`config.mk`:
```
export PLATFORM = sky130hd
export DESIGN_NAME = m68k_bus_queue
export DESIGN_NICKNAME = d
export VERILOG_FILES = /design/src/rtl/m68k_bus_pkg.sv /design/src/rtl/m68k_req_fifo.sv /design/src/rtl/m68k_bus_queue.sv
export SDC_FILE = /design/constraint.sdc
export NUM_CORES = 1
export LEC_CHECK = 0
export BUFFER_PORTS_ARGS = -buffer_cell sky130_fd_sc_hd__buf_2
export CAP_MARGIN = 20
export CORE_MARGIN = 2
export CORE_UTILIZATION = 25
export DETAILED_ROUTE_END_ITERATION = 6
export GPL_ROUTABILITY_DRIVEN = 0
export PLACE_DENSITY = 0.45
export SLEW_MARGIN = 20
export SYNTH_ARGS = -nofsm -noshare
export SYNTH_HDL_FRONTEND = slang
export SYNTH_SLANG_ARGS = --single-unit
```
`constraint.sdc`:
```
create_clock -name PI_CLK -period 6.8 [get_ports PI_CLK]
set_clock_uncertainty 0.2 [all_clocks]
set_input_delay 1.36 -clock PI_CLK [delete_from_list [all_inputs] [get_ports PI_CLK]]
set_output_delay 1.36 -clock PI_CLK [all_outputs]
set_load 0.05 [all_outputs]
```
`src/rtl/m68k_bus_pkg.sv`:
```
// Shared types for the PI-to-68k request queue: size codes, bus FSM states,
// the queued request record and the data-strobe lane helper.
package m68k_bus_pkg;

  localparam logic [1:0] SZ_BYTE = 2'd0;
  localparam logic [1:0] SZ_WORD = 2'd1;
  localparam logic [1:0] SZ_LONG = 2'd2;

  typedef enum logic [2:0] {
    ST_IDLE  = 3'd0,
    ST_ADDR  = 3'd1,
    ST_ASRT  = 3'd2,
    ST_DATA  = 3'd3,
    ST_WAIT  = 3'd4,
    ST_LATCH = 3'd5,
    ST_END   = 3'd6
  } bus_state_t;

  // addr is held at 32 bits so the record is independent of the bus width
  typedef struct packed {
    logic [31:0] addr;
    logic [31:0] wdata;
    logic [1:0]  size;
    logic        rw;
    logic [2:0]  fc;
  } bus_req_t;

  // Returns {UDS_n, LDS_n}; only bytes select a single lane, on A0.
  function automatic logic [1:0] lane_strobes(input logic [1:0] size, input logic a0);
    logic [1:0] lanes;
    lanes = 2'b00;
    if (size == SZ_BYTE) lanes = a0 ? 2'b10 : 2'b01;
    return lanes;
  endfunction

endpackage

```
`src/rtl/m68k_req_fifo.sv`:
```
// Request FIFO: DEPTH entries of bus_req_t, registered full/empty flags,
// one push port and one pop port. A push at full is dropped even with a pop.
module m68k_req_fifo
  import m68k_bus_pkg::*;
#(
  parameter int DEPTH = 4
) (
  input  logic     i_clk,
  input  logic     i_rst,
  input  logic     i_push,
  input  bus_req_t i_push_data,
  input  logic     i_pop,
  output bus_req_t o_head,
  output logic     o_full,
  output logic     o_empty
);

  localparam int PW = $clog2(DEPTH);

  bus_req_t       r_mem [DEPTH];
  logic [PW-1:0]  r_wr_ptr;
  logic [PW-1:0]  r_rd_ptr;
  logic [PW:0]    r_count;
  logic           r_full;
  logic           r_empty;
  logic           w_do_push;
  logic           w_do_pop;
  logic [PW:0]    w_count_nxt;

  assign w_do_push = i_push & ~r_full;
  assign w_do_pop  = i_pop & ~r_empty;

  always_comb begin
    w_count_nxt = r_count;
    if (w_do_push && !w_do_pop) w_count_nxt = r_count + (PW+1)'(1);
    else if (!w_do_push && w_do_pop) w_count_nxt = r_count - (PW+1)'(1);
  end

  always_ff @(posedge i_clk or posedge i_rst) begin
    if (i_rst) begin
      r_wr_ptr <= '0;
      r_rd_ptr <= '0;
      r_count  <= '0;
      r_full   <= 1'b0;
      r_empty  <= 1'b1;
    end else begin
      if (w_do_push) r_wr_ptr <= r_wr_ptr + PW'(1);
      if (w_do_pop)  r_rd_ptr <= r_rd_ptr + PW'(1);
      r_count <= w_count_nxt;
      r_full  <= (w_count_nxt == (PW+1)'(DEPTH));
      r_empty <= (w_count_nxt == '0);
    end
  end

  always_ff @(posedge i_clk) begin
    if (w_do_push) r_mem[r_wr_ptr] <= i_push_data;
  end

  assign o_head  = r_mem[r_rd_ptr];
  assign o_full  = r_full;
  assign o_empty = r_empty;

endmodule

```
`src/rtl/m68k_bus_queue.sv`:
```
// Queued PI-to-68000 bus bridge: requests run as S0-S7 bus cycles paced by
// synchronised M68K_CLK edges, with long split into two words, DTACK timeout and BERR.
module m68k_bus_queue
  import m68k_bus_pkg::*;
#(
  parameter int DEPTH       = 4,
  parameter int ADDR_W      = 24,
  parameter int SYNC_STAGES = 3,
  parameter int TIMEOUT_CYC = 64
) (
  input  logic              PI_CLK,
  input  logic              RST,
  input  logic              req_valid,
  output logic              req_ready,
  input  logic [ADDR_W-1:0] req_addr,
  input  logic [31:0]       req_wdata,
  input  logic [1:0]        req_size,
  input  logic              req_rw,
  input  logic [2:0]        req_fc,
  output logic              rsp_valid,
  output logic [31:0]       rsp_rdata,
  output logic              rsp_berr,
  output logic              busy,
  input  logic              M68K_CLK,
  input  logic              M68K_DTACK_n,
  input  logic              M68K_BERR_n,
  input  logic [15:0]       M68K_D_IN,
  output logic [ADDR_W-2:0] M68K_A,
  output logic [15:0]       M68K_D_OUT,
  output logic              M68K_D_OE,
  output logic [2:0]        M68K_FC,
  output logic              M68K_AS_n,
  output logic              M68K_UDS_n,
  output logic              M68K_LDS_n,
  output logic              M68K_RW,
  output bus_state_t        dbg_state
);

  localparam int TW = $clog2(TIMEOUT_CYC + 1);

  bus_state_t             r_state;
  logic [SYNC_STAGES-1:0] r_clk_sync;
  logic [1:0]             r_dtack_sync;
  logic [1:0]             r_berr_sync;
  logic [ADDR_W-1:0]      r_addr;
  logic [31:0]            r_wdata;
  logic [1:0]             r_size;
  logic                   r_rw_req;
  logic                   r_half;
  logic [31:0]            r_rdata;
  logic                   r_berr;
  logic [TW-1:0]          r_tcnt;
  logic                   r_as_n, r_uds_n, r_lds_n, r_rw, r_d_oe;
  logic [15:0]            r_d_out;
  logic [2:0]             r_fc;
  logic                   r_rsp_valid, r_rsp_berr;
  logic [31:0]            r_rsp_rdata;

  bus_req_t               w_push_req;
  bus_req_t               w_head;
  logic                   w_full, w_empty, w_pop;
  logic                   w_rise, w_fall;
  logic [1:0]             w_lanes;
  logic [15:0]            w_wdata_out;
  logic [TW-1:0]          w_tcnt_nxt;
  logic                   w_timeout;
  logic                   w_unused_addr;

  assign w_push_req = '{addr: 32'(req_addr), wdata: req_wdata, size: req_size,
                        rw: req_rw, fc: req_fc};

  m68k_req_fifo #(.DEPTH(DEPTH)) u_fifo (
    .i_clk       (PI_CLK),
    .i_rst       (RST),
    .i_push      (req_valid),
    .i_push_data (w_push_req),
    .i_pop       (w_pop),
    .o_head      (w_head),
    .o_full      (w_full),
    .o_empty     (w_empty)
  );

  // Upper address bits beyond ADDR_W are always zero in the queue.
  assign w_unused_addr = ^w_head.addr;

  always_ff @(posedge PI_CLK or posedge RST) begin
    if (RST) begin
      r_clk_sync   <= '0;
      r_dtack_sync <= 2'b11;
      r_berr_sync  <= 2'b11;
    end else begin
      r_clk_sync   <= {r_clk_sync[SYNC_STAGES-2:0], M68K_CLK};
      r_dtack_sync <= {r_dtack_sync[0], M68K_DTACK_n};
      r_berr_sync  <= {r_berr_sync[0], M68K_BERR_n};
    end
  end

  assign w_rise = r_clk_sync[SYNC_STAGES-2] & ~r_clk_sync[SYNC_STAGES-1];
  assign w_fall = ~r_clk_sync[SYNC_STAGES-2] & r_clk_sync[SYNC_STAGES-1];
  assign w_pop  = (r_state == ST_IDLE) & w_rise & ~w_empty;

  assign w_lanes    = lane_strobes(r_size, r_addr[0]);
  assign w_tcnt_nxt = r_tcnt + TW'(1);
  assign w_timeout  = (w_tcnt_nxt == TW'(TIMEOUT_CYC));

  always_comb begin
    w_wdata_out = r_wdata[15:0];
    if (r_size == SZ_BYTE) w_wdata_out = {r_wdata[7:0], r_wdata[7:0]};
    else if (r_size == SZ_LONG && !r_half) w_wdata_out = r_wdata[31:16];
  end

  always_ff @(posedge PI_CLK or posedge RST) begin
    if (RST) begin
      r_state     <= ST_IDLE;
      r_addr      <= '0;
      r_wdata     <= '0;
      r_size      <= SZ_WORD;
      r_rw_req    <= 1'b1;
      r_half      <= 1'b0;
      r_rdata     <= '0;
      r_berr      <= 1'b0;
      r_tcnt      <= '0;
      r_as_n      <= 1'b1;
      r_uds_n     <= 1'b1;
      r_lds_n     <= 1'b1;
      r_rw        <= 1'b1;
      r_d_oe      <= 1'b0;
      r_d_out     <= '0;
      r_fc        <= '0;
      r_rsp_valid <= 1'b0;
      r_rsp_rdata <= '0;
      r_rsp_berr  <= 1'b0;
    end else begin
      r_rsp_valid <= 1'b0;
      case (r_state)
        ST_IDLE: if (w_pop) begin
          r_addr   <= w_head.addr[ADDR_W-1:0];
          r_wdata  <= w_head.wdata;
          r_size   <= w_head.size;
          r_rw_req <= w_head.rw;
          r_fc     <= w_head.fc;
          r_rw     <= 1'b1;
          r_half   <= 1'b0;
          r_rdata  <= '0;
          r_berr   <= 1'b0;
          r_state  <= ST_ADDR;
        end
        ST_ADDR: if (w_fall) begin
          r_as_n <= 1'b0;
          if (r_rw_req) {r_uds_n, r_lds_n} <= w_lanes;
          r_state <= ST_ASRT;
        end
        ST_ASRT: if (w_rise) begin
          r_rw <= r_rw_req;
          if (!r_rw_req) begin
            r_d_out <= w_wdata_out;
            r_d_oe  <= 1'b1;
          end
          r_state <= ST_DATA;
        end
        ST_DATA: if (w_fall) begin
          if (!r_rw_req) {r_uds_n, r_lds_n} <= w_lanes;
          r_tcnt  <= '0;
          r_state <= ST_WAIT;
        end
        ST_WAIT: if (w_fall) begin
          // BERR wins over DTACK when both are seen on the same edge
          if (!r_berr_sync[1]) begin
            r_berr  <= 1'b1;
            r_state <= ST_LATCH;
          end else if (!r_dtack_sync[1]) begin
            r_state <= ST_LATCH;
          end else if (w_timeout) begin
            r_berr  <= 1'b1;
            r_state <= ST_LATCH;
          end else begin
            r_tcnt <= w_tcnt_nxt;
          end
        end
        ST_LATCH: if (w_fall) begin
          if (r_rw_req) begin
            if (r_size == SZ_BYTE)
              r_rdata <= {24'h0, r_addr[0] ? M68K_D_IN[7:0] : M68K_D_IN[15:8]};
            else if (r_size == SZ_LONG && r_half) r_rdata[15:0] <= M68K_D_IN;
            else if (r_size == SZ_LONG) r_rdata[31:16] <= M68K_D_IN;
            else r_rdata <= {16'h0, M68K_D_IN};
          end
          r_as_n  <= 1'b1;
          r_uds_n <= 1'b1;
          r_lds_n <= 1'b1;
          r_state <= ST_END;
        end
        ST_END: if (w_rise) begin
          r_d_oe <= 1'b0;
          r_rw   <= 1'b1;
          if (r_size == SZ_LONG && !r_half && !r_berr) begin
            r_half  <= 1'b1;
            r_addr  <= r_addr + ADDR_W'(2);
            r_state <= ST_ADDR;
          end else begin
            r_rsp_valid <= 1'b1;
            r_rsp_rdata <= r_rdata;
            r_rsp_berr  <= r_berr;
            r_state     <= ST_IDLE;
          end
        end
        default: r_state <= ST_IDLE;
      endcase
    end
  end

  assign req_ready  = ~w_full;
  assign busy       = ~w_empty | (r_state != ST_IDLE);
  assign rsp_valid  = r_rsp_valid;
  assign rsp_rdata  = r_rsp_rdata;
  assign rsp_berr   = r_rsp_berr;
  assign M68K_A     = r_addr[ADDR_W-1:1];
  assign M68K_D_OUT = r_d_out;
  assign M68K_D_OE  = r_d_oe;
  assign M68K_FC    = r_fc;
  assign M68K_AS_n  = r_as_n;
  assign M68K_UDS_n = r_uds_n;
  assign M68K_LDS_n = r_lds_n;
  assign M68K_RW    = r_rw;
  assign dbg_state  = r_state;

endmodule
```
# Word-level counts from Yosys, hierarchy flattened
# Memories as Yosys holds them, arrays and structs flattened.
# Index checks and enable logic that the tools add are counted.
[word_totals]
reg_bits = 177
ramBits = 248
in_bits = 84
output_inout_bits = 86
word_cells = 184
n_memories = 1
[memory_table]
columns = ["memory", "words", "width", "rd", "rd_ports_with_merged_regs", "wr", "line", "text"]
rows = [
  ["u_fifo.r_mem", 4, 62, 1, 0, 1, "m68k_req_fifo.sv:20", "bus_req_t r_mem [DEPTH];"],
]
[classes]
n_addsub = 6
eq_ne = 29
n_mux = 73
bitwise = 13
reduce_logical = 34
[ops]
columns = ["op", "count"]
rows = [
  ["2-to-1 mux 32 bit", 4],
  ["2-to-1 mux 16 bit", 6],
  ["2-to-1 mux 24 bit", 3],
  ["case mux 32 bit (2 select lines)", 1],
  ["case mux 24 bit (2 select lines)", 1],
  ["2-to-1 mux 3 bit", 12],
  ["2-to-1 mux 7 bit", 5],
  ["2-to-1 mux 1 bit", 29],
  ["!= test 2 bit (second input constant)", 14],
  ["adder 24 x 2 -> 24 bit (second input constant)", 1],
  ["case mux 3 bit (7 select lines)", 1],
  ["AND reduction 5 bit", 3],
  ["case mux 7 bit (2 select lines)", 1],
  ["equality test 3 bit (second input constant)", 4],
  ["AND reduction 4 bit", 3],
  ["AND reduction 6 bit", 2],
  ["nonzero test 2 bit", 6],
  ["!= test 3 bit (second input constant)", 3],
  ["case mux 1 bit (3 select lines)", 3],
  ["AND reduction 3 bit", 3],
  ["nonzero test 3 bit", 3],
  ["2-to-1 mux 8 bit", 1],
  ["!= test 4 bit (second input constant)", 2],
  ["case mux 1 bit (2 select lines)", 4],
  ["19 further kinds", 40],
]

# Longest topological paths before layout
# Gate-level depths: netlist of the first run.
[logic_depth]
ltp_word = 9
mapped_depth = 7
ltp_nobuf = 6

# Cells and area by module
# From an unflattened synthesis of the first run, not the netlist that was laid out.
[hier_totals]
cells_unflattened = 1232
area_unflattened_um2 = 18353.9
[modules_own_cells]
columns = ["mod", "n_inst", "cells_each", "area_per_inst_um2", "seq_area_each_um2"]
rows = [
  ["m68k_req_fifo", 1, 420, 10608.9, 8634.5],
  ["m68k_bus_queue", 1, 812, 7744.9, 4216.5],
]

# Worst setup path after synthesis of the first run
# No wires, ideal clock.
[synth_path]
path_kind = "input port to flip-flop"
startpoint = "input port req_valid"
endpoint = "memory u_fifo.r_mem[0][0] (netlist name), enable pin"
setup_time_ns = 0.426
t_arrival_ns = 3.251
required_time_ns = 6.174
path_slack_ns = 2.922
cell_stages = 3
path_buffers = 1
cell_sequence = "nor2b_1 clkbuf_1 and2_1"
[synth_between]
elab_chain_len = 3
[synth_rtl]
columns = ["item", "line", "text"]
rows = [
  ["start: declaration", "m68k_bus_queue.sv:13", "input logic req_valid,"],
  ["bitwise AND 1 bit", "m68k_req_fifo.sv:30", "assign w_do_push = i_push & ~r_full;"],
  ["2-to-1 mux 1 bit", "m68k_req_fifo.sv:56", "if (w_do_push) r_mem[r_wr_ptr] <= i_push_data;"],
  ["2-to-1 mux 1 bit (not written as such)", "m68k_req_fifo.sv:56", ""],
  ["end: declaration", "m68k_req_fifo.sv:20", ""],
]
# Every way passes these cells.

# Worst setup path in the final report of the first run
[layout_path]
startpoint = "register r_state[0], in the netlist dbg_state[0]"
endpoint = "output port busy"
[layout_between]
elab_chain_len = 2
[layout_rtl]
columns = ["item", "line", "text"]
rows = [
  ["start: declaration", "m68k_bus_queue.sv:41", "bus_state_t r_state;"],
  ["start signal: assignment", "m68k_bus_queue.sv:114", "r_state <= ST_IDLE;"],
  ["start signal: assignment", "m68k_bus_queue.sv:146", "r_state <= ST_ADDR;"],
  ["start signal: assignment", "m68k_bus_queue.sv:151", "r_state <= ST_ASRT;"],
  ["nonzero test 3 bit", "m68k_bus_queue.sv:213", "assign busy = ~w_empty | (r_state != ST_IDLE);"],
  ["OR 1 bit", "m68k_bus_queue.sv:213", ""],
  ["end: declaration", "m68k_bus_queue.sv:23", "output logic busy,"],
]
# Every way passes these cells.

==> results.yml, run 1 <==
placement:
  port_buffers: 169
  dp_slack_ns: 2.86
  detailedPlacementHpwl_um: 28200
  post-place-cells: 2126
synthesis:
  synth-compound-area-share: 0.0642
  synth_flop_cell: "sky130_fd_sc_hd__edfxtp_1"
  synthSimpleGateAreaFrac: 0.0845
  count_of_distinct_cell_types_in_the_synthesized_netlist: 65
  edff_count_synth: 248
  post_synth_instance_area_um2: 17100
  synth_xor_xnor_area_share: 0.00307
  postSynthNetCount: 1249
  syn_avg_cell_area_um2: 14.8
  async_reset_ff_frac: 0.416
  post_synth_fa_ha_maj_area_fraction: 0.00585
  syn_inst: 1157
  synth_top_family_by_area: "multiplexers"
  synth_seq_area_share: 0.694
  synth.ff_latch_count: 425
  yosysWarnings: 0
  synth.mux.area_fraction: 0.115
sta:
  finalCriticalPeriod_ns: 3.37
  setup_violations: 0
  setup_ws_ns: 3.43
  timing.final.max_slew_violations: 0
  hold_violations: 0
  unrepaired_setup_endpoints_after_global_routing: "no"
  setup_tns_ns: 0
  fmax_achieved_mhz: 297
  finalHoldWorstSlack_ns: 0.153
  max_slew.worst_pin.slew_ns: 1.05
  slew_headroom: 0.301
  post-route-period-util: 0.495
global_route:
  wire_length_of_the_first_global_routing_pass_um: 66500
  vias_in_the_first_global_route: 10200
  grt_start_max_net_pins: 128
  remaining_overflow_grt: 0
  antenna_found_initial: 12
  track_usage: 0.125
floorplanning:
  design.portCount: 170
  die_x_um: 266
  initial_utilization: 0.254
  rows: 95
  die_area_um2: 70600
  die-height_um: 266
  floorplan.core_area_um2: 67500
clock_tree:
  cts.repair_timing.setup_buffer_count: 0
  cts_inserted_buffers: 48
  cts_resized: 0
  clk_pin_slew_ns: 0.06
  cts_hold_buf: 0
  cts_tree: "built"
  cts_root_buffer: "sky130_fd_sc_hd__clkbuf_16"
  cts_sinks: 425
  clk_path_buf_depth: 3
  ctsHtreeMaxLevel: 2
  insertion_delay_ns: 0.62
final_layout:
  finish.utilization: 0.302
  area_delta_synth_final_pct: 18.9
  sequential_cell_area_um2: 11900
  finish.net_count: 1395
  final.fill_count: 6788
  finish.cell_count_without_fillers: 2216
  multi_input_comb_area_um2: 4690
  final_layout_size_suffix_gt1_frac: 0.285
  antenna_cells_inserted: 0
power:
  total_leakage_power_nw: 7.87
  power.density_cell_area_nw_per_um2: 446
  power.ir.vdd_worst_mv: 0.188
route:
  num_vias: 9885
  drt_antenna_net_count: 0
  drcViolationCount: 0
  detail_route.wirelength_um: 44000
  iter_0_drt_violations: 599
  route.detailed.vias_per_inst: 4.46
  detail_route.first_pass.iterations: 5
  wire_per_inst_um: 19.9
worst_setup_path:
  endpoint_kind: "output port"
  critPathLaunchType: "flop"
  critPathArrivalTime_ns: 1.81
  reg2reg_depth: 6
  regToRegEndpoint: "r_addr[9]$_DFFE_PP0P_"
  r2r_setup_slack_ns: 3.54
  worst_path_max_fanout: 16
  worst-setup-path-type: "flop to output port"
  worst-endpoint-required_ns: 5.24
  worstReg2RegStart: "dbg_state[0]$_DFFE_PP0P_"
min_path:
  hold_path_depth: 0
  timing.hold.worst.start: "r_dtack_sync[0]$_DFF_PP1_"
  hp-class: "flop to flop"
  timing.hold.worst_endpoint: "r_dtack_sync[1]$_DFF_PP1_"
run_status:
  status: "finished clean"
run:
  max_cap_violations: 0
## worst max-delay path, stage by stage, from the launching register on
cell	delay, ns
sky130_fd_sc_hd__dfrtp_1	0.63
sky130_fd_sc_hd__nor2_1	0.13
sky130_fd_sc_hd__nand3b_1	0.18
sky130_fd_sc_hd__buf_2	0.29
## per-stage QoR
| stage | cell area, um^2 | power, W |
|---|---|---|
| 6_report | 20400 | 0.00907 |
| 5_1_grt | 20400 | 0.00959 |
| 4_1_cts | 20400 | 0.00925 |
| 3_5_place_dp | 18800 | 0.00662 |
| 3_3_place_gp | 18700 | 0.00658 |
| 2_1_floorplan | 17100 | 0.00585 |
## how the worst max path moves through the flow
| stage | end | start |
|---|---|---|
| finish | busy | dbg_state[0]$_DFFE_PP0P_ |
| global route | busy | dbg_state[0]$_DFFE_PP0P_ |
| CTS | busy | dbg_state[0]$_DFFE_PP0P_ |
| detailed placement | u_fifo.r_mem[1][9]$_DFFE_PP_ | req_valid |
| global placement | u_fifo.r_mem[1][9]$_DFFE_PP_ | req_valid |
| floorplan | M68K_D_OE$_DFFE_PP0P_ | RST |
## report_power, final
part	total (W)	internal (W)	switching (W)
Clock	0.00258	0.00150	0.00108
Sequential	0.00396	0.00339	0.000564
Combinational	0.00253	0.000925	0.00161
## Yosys cell counts, types with 11 or more instances
library cell	n	area, um^2
sky130_fd_sc_hd__nor2_1	23	86.3
sky130_fd_sc_hd__a21oi_1	25	125
sky130_fd_sc_hd__mux2_2	34	383
sky130_fd_sc_hd__edfxtp_1	248	7450
sky130_fd_sc_hd__nand3_1	36	180
sky130_fd_sc_hd__o22ai_1	18	113
sky130_fd_sc_hd__nand4_1	13	81.3
sky130_fd_sc_hd__clkbuf_1	31	116
sky130_fd_sc_hd__buf_4	26	195
sky130_fd_sc_hd__dfstp_2	11	289
sky130_fd_sc_hd__dfrtp_1	166	4150
sky130_fd_sc_hd__mux2i_1	19	190
sky130_fd_sc_hd__inv_1	29	109
sky130_fd_sc_hd__mux4_2	62	1400
sky130_fd_sc_hd__o21ai_0	54	270
sky130_fd_sc_hd__buf_2	25	125
sky130_fd_sc_hd__o21ai_1	11	55.1
sky130_fd_sc_hd__nand2_1	201	754
## routing by layer
metal	vias to the layer above	track usage	wire [um]
met3	73	0.0392	2820
met5	-	0	102
met1	5000	0.157	18900
met4	16	0.0323	850
li1	4585	-	-
met2	211	0.208	21400
## cell families (layout without fill, tap and decap cells)
group | Yosys count | after routing
buf+inv | 114 | 300
compound gates | 168 | 168
simple gates | 321 | 321
flops | 425 | 425
mux | 115 | 115
xor+xnor | 6 | 6
fa+ha+maj | 8 | 8
## sequential cells by signal, summed over array words and instances (netlist names), 7 cells and up
signal,cells
rsp_rdata,32
r_wdata,32
M68K_D_OUT,16
r_tcnt,7
r_addr,24
u_fifo.r_mem,248
r_rdata,32
## area by class of cell
cell class,instances,share of cell area
clock buffers,74,0.0703
clock inverters,16,0.00873
inverters,29,0.00572
multi-input cells,618,0.230
flip-flops and latches,425,0.584
well taps,873,0.0536
repair buffers,181,0.0469
## cells in the final DEF, fill, tap and decap left out, drive strengths merged, types with 7 or more instances in the layout
master | Yosys | routed
inv | 29 | 29
nor2 | 26 | 26
o31ai | 14 | 14
ha | 8 | 8
nand4 | 13 | 13
edfxtp | 248 | 248
dfstp | 11 | 11
mux2i | 19 | 19
clkinv | 0 | 13
nand3 | 36 | 36
a2bb2oi | 7 | 7
o22a | 7 | 7
dfrtp | 166 | 166
o21ai | 65 | 65
clkbuf | 32 | 74
mux2 | 34 | 34
buf | 53 | 181
nand2 | 202 | 202
mux4 | 62 | 62
a21oi | 25 | 25
nor3 | 8 | 8
o22ai | 18 | 18
Power figures use the tool's default switching activity.
==> run 2: changes to the inputs <==
--- a/config.mk
+++ b/config.mk
@@ -5,6 +5,7 @@
 export SDC_FILE = /design/constraint.sdc
 export NUM_CORES = 1
 export LEC_CHECK = 0
+export ABC_AREA = 1
 export BUFFER_PORTS_ARGS = -buffer_cell sky130_fd_sc_hd__buf_2
 export CAP_MARGIN = 20
 export CORE_MARGIN = 2
==> constraint.sdc (replaced) <==
create_clock -name PI_CLK -period 3.1 [get_ports PI_CLK]
set_clock_uncertainty 0.2 [all_clocks]
set_input_delay 0.62 -clock PI_CLK [delete_from_list [all_inputs] [get_ports PI_CLK]]
set_output_delay 0.62 -clock PI_CLK [all_outputs]
set_load 0.05 [all_outputs]
==> run 2 against run 1 <==
  * Synthesized cell count is 41% higher
  * Largest power group unchanged
  * Sequential power is 110% higher
  * Via count is 25% higher
==> results.yml, run 2 <==
run_status:
  status: "finished clean"
sta:
  post-route-period-util: 0.905
  unrepaired_setup_endpoints_after_global_routing: "no"
  fmax_achieved_mhz: 356
  slew_headroom: 0.335
  hold_violations: 0
  setup_ws_ns: 0.295
  timing.final.max_slew_violations: 0
  max_slew.worst_pin.slew_ns: 0.997
  finalCriticalPeriod_ns: 2.81
  setup_tns_ns: 0
  setup_violations: 0
route:
  detail_route.first_pass.iterations: 5
  route.detailed.vias_per_inst: 4.42
  drt_antenna_net_count: 0
  wire_per_inst_um: 17.6
  drcViolationCount: 0
  detail_route.wirelength_um: 49300
  num_vias: 12400
  iter_0_drt_violations: 709
worst_setup_path:
  critPathArrivalTime_ns: 1.99
  worst-setup-path-type: "flop to output port"
  worst_path_max_fanout: 10
  endpoint_kind: "output port"
  worstReg2RegStart: "dbg_state[2]$_DFFE_PP0P_"
  critPathLaunchType: "flop"
  worst-endpoint-required_ns: 2.28
  worst_setup_path_startpoint: "dbg_state[2]$_DFFE_PP0P_"
clock_tree:
  cts_resized: 0
  insertion_delay_ns: 0.60
  cts_root_buffer: "sky130_fd_sc_hd__clkbuf_16"
  cts_inserted_buffers: 50
  cts_hold_buf: 36
  ctsHtreeMaxLevel: 2
  cts_tree: "built"
  cts_sinks: 425
  cts.repair_timing.setup_buffer_count: 0
  clk_pin_slew_ns: 0.06
  clk_path_buf_depth: 3
floorplanning:
  rows: 97
  design.portCount: 170
  floorplan.core_area_um2: 69800
  initial_utilization: 0.252
  die_area_um2: 72500
  die-height_um: 269
  die_x_um: 269
synthesis:
  synth_seq_area_share: 0.676
  synth_area_leaders: "sky130_fd_sc_hd__edfxtp_1 (42%), sky130_fd_sc_hd__dfrtp_1 (24%), sky130_fd_sc_hd__nand2_1 (6.4%)"
  async_reset_ff_frac: 0.416
  count_of_distinct_cell_types_in_the_synthesized_netlist: 41
  synth.cells.most_frequent: "sky130_fd_sc_hd__nand2_1 (300), sky130_fd_sc_hd__edfxtp_1 (248), sky130_fd_sc_hd__o21ai_0 (199)"
  post-synth-top-count-cell: "sky130_fd_sc_hd__nand2_1"
  edff_count_synth: 248
  yosysWarnings: 0
  synth.ff_latch_count: 425
  post_synth_instance_area_um2: 17600
  synth_top_area_cell: "sky130_fd_sc_hd__edfxtp_1"
  syn_inst: 1627
  synth.top_cell.area_share: 0.423
  synth_flop_cell: "sky130_fd_sc_hd__edfxtp_1"
  syn_avg_cell_area_um2: 10.8
  postSynthNetCount: 1719
power:
  total_leakage_power_nw: 8.58
  intPower_w: 0.0129
  power_frac_clock: 0.276
  power.ir.vdd_worst_mv: 0.493
  share_seq_of_total_power: 0.396
  power.density_cell_area_nw_per_um2: 998
  total_switching_power_w: 0.00858
  logic_pwr_share: 0.329
  netSwitchingFraction: 0.400
final_layout:
  final.fill_count: 7200
  finish.net_count: 1903
  final_layout_size_suffix_gt1_frac: 0.182
  design_area_um2: 21500
  finish.utilization: 0.308
  regMostFlops: "u_fifo.r_mem"
  most_common_cell_after_layout_fill_and_taps_aside: "sky130_fd_sc_hd__nand2_1"
  layout.cells.most_common_list: "sky130_fd_sc_hd__nand2_1 (300), sky130_fd_sc_hd__edfxtp_1 (248), sky130_fd_sc_hd__o21ai_0 (199)"
  max_ffs_per_register: 248
  area_delta_synth_final_pct: 22.1
run:
  max_cap_violations: 0
placement:
  dp_slack_ns: 0.630
  dpl_cell_area_um2: 19400
  port_buffers: 169
  detailedPlacementHpwl_um: 30500
global_route:
  wire_length_of_the_first_global_routing_pass_um: 75800
  antenna_found_initial: 14
  vias_in_the_first_global_route: 12200
  remaining_overflow_grt: 0
  grtUsageMet2: 0.221
  track_usage: 0.135
  busiest_layer: "met2"
  global_route_met3_utilization: 0.0273
  grt_start_max_net_pins: 78
  global_route.usage.met1: 0.177
min_path:
  timing.hold.worst.start: "req_addr[15]"
  hp-class: "input pin to flop"
## run 2: final timing paths
| check | end | slack (ns) | depth (start not counted) |
|---|---|---|---|
| max in group asynchronous | u_fifo.o_empty$_DFF_PP1_ | 1.43 | 4 |
| worst max register to register | r_rdata[16]$_DFFE_PP0P_ | 0.60 | 9 |
| min in group asynchronous | u_fifo.r_rd_ptr[0]$_DFFE_PP0P_ | 0.55 | 3 |
| worst min register to register | r_dtack_sync[1]$_DFF_PP1_ | 0.15 | 0 |
| worst max-delay path | busy | 0.29 | 5 |
| worst min-delay path | u_fifo.r_mem[3][53]$_DFFE_PP_ | 0.04 | 1 |
## run 2: cell type report
class,instances,area (um^2),area share
clock inverter,34,383,0.0178
antenna,2,5.00,0.000233
multi-input combinational,987,4740,0.221
tap,940,1180,0.0548
clock buffer,59,1280,0.0598
inverter,113,429,0.0200
timing repair buffer,234,1560,0.0727
sequential,425,11900,0.554
## run 2: routing by layer
metal | wire [um] | vias up
met4 | 1280 | 18
met3 | 2210 | 89
met5 | 115 | -
met1 | 22700 | 6038
met2 | 23000 | 270
li1 | - | 5941
## run 2: logic make-up (layout without fill, tap and decap cells)
logic type / Yosys count / after routing / synth area share
buf+inv: 215 / 440 / 0.0560
other cells: 0 / 2 / 0
simple gates: 593 / 593 / 0.139
xor+xnor: 15 / 15 / 0.00747
fa+ha+maj: 8 / 8 / 0.00569
flops: 425 / 425 / 0.676
compound gates: 371 / 371 / 0.116
## run 2: worst max-delay path, stage by stage (launching register included)
cell,delay (ns)
sky130_fd_sc_hd__dfrtp_1,0.62
sky130_fd_sc_hd__inv_2,0.11
sky130_fd_sc_hd__nand2_1,0.16
sky130_fd_sc_hd__inv_2,0.09
sky130_fd_sc_hd__nand2_1,0.13
sky130_fd_sc_hd__buf_2,0.29
## run 2: power by group through the flow
stage	combinational [W]	sequential (W)	clock [W]
floorplan	0.00457	0.00899	0
CTS	0.00718	0.00850	0.00611
global route	0.00782	0.00863	0.00634
detailed placement	0.00712	0.00860	0
global placement	0.00708	0.00858	0
finish	0.00704	0.00848	0.00591
## run 2: per-stage QoR
stage / instances / hold slack [ns] / power, W
2_1_floorplan: 1627 / 0.131 / 0.0136
3_3_place_gp: 2663 / 0.147 / 0.0157
3_5_place_dp: 2663 / 0.147 / 0.0157
4_1_cts: 2792 / 0.00155 / 0.0218
5_1_grt: 2794 / 0.0150 / 0.0228
6_report: 2794 / 0.0421 / 0.0214
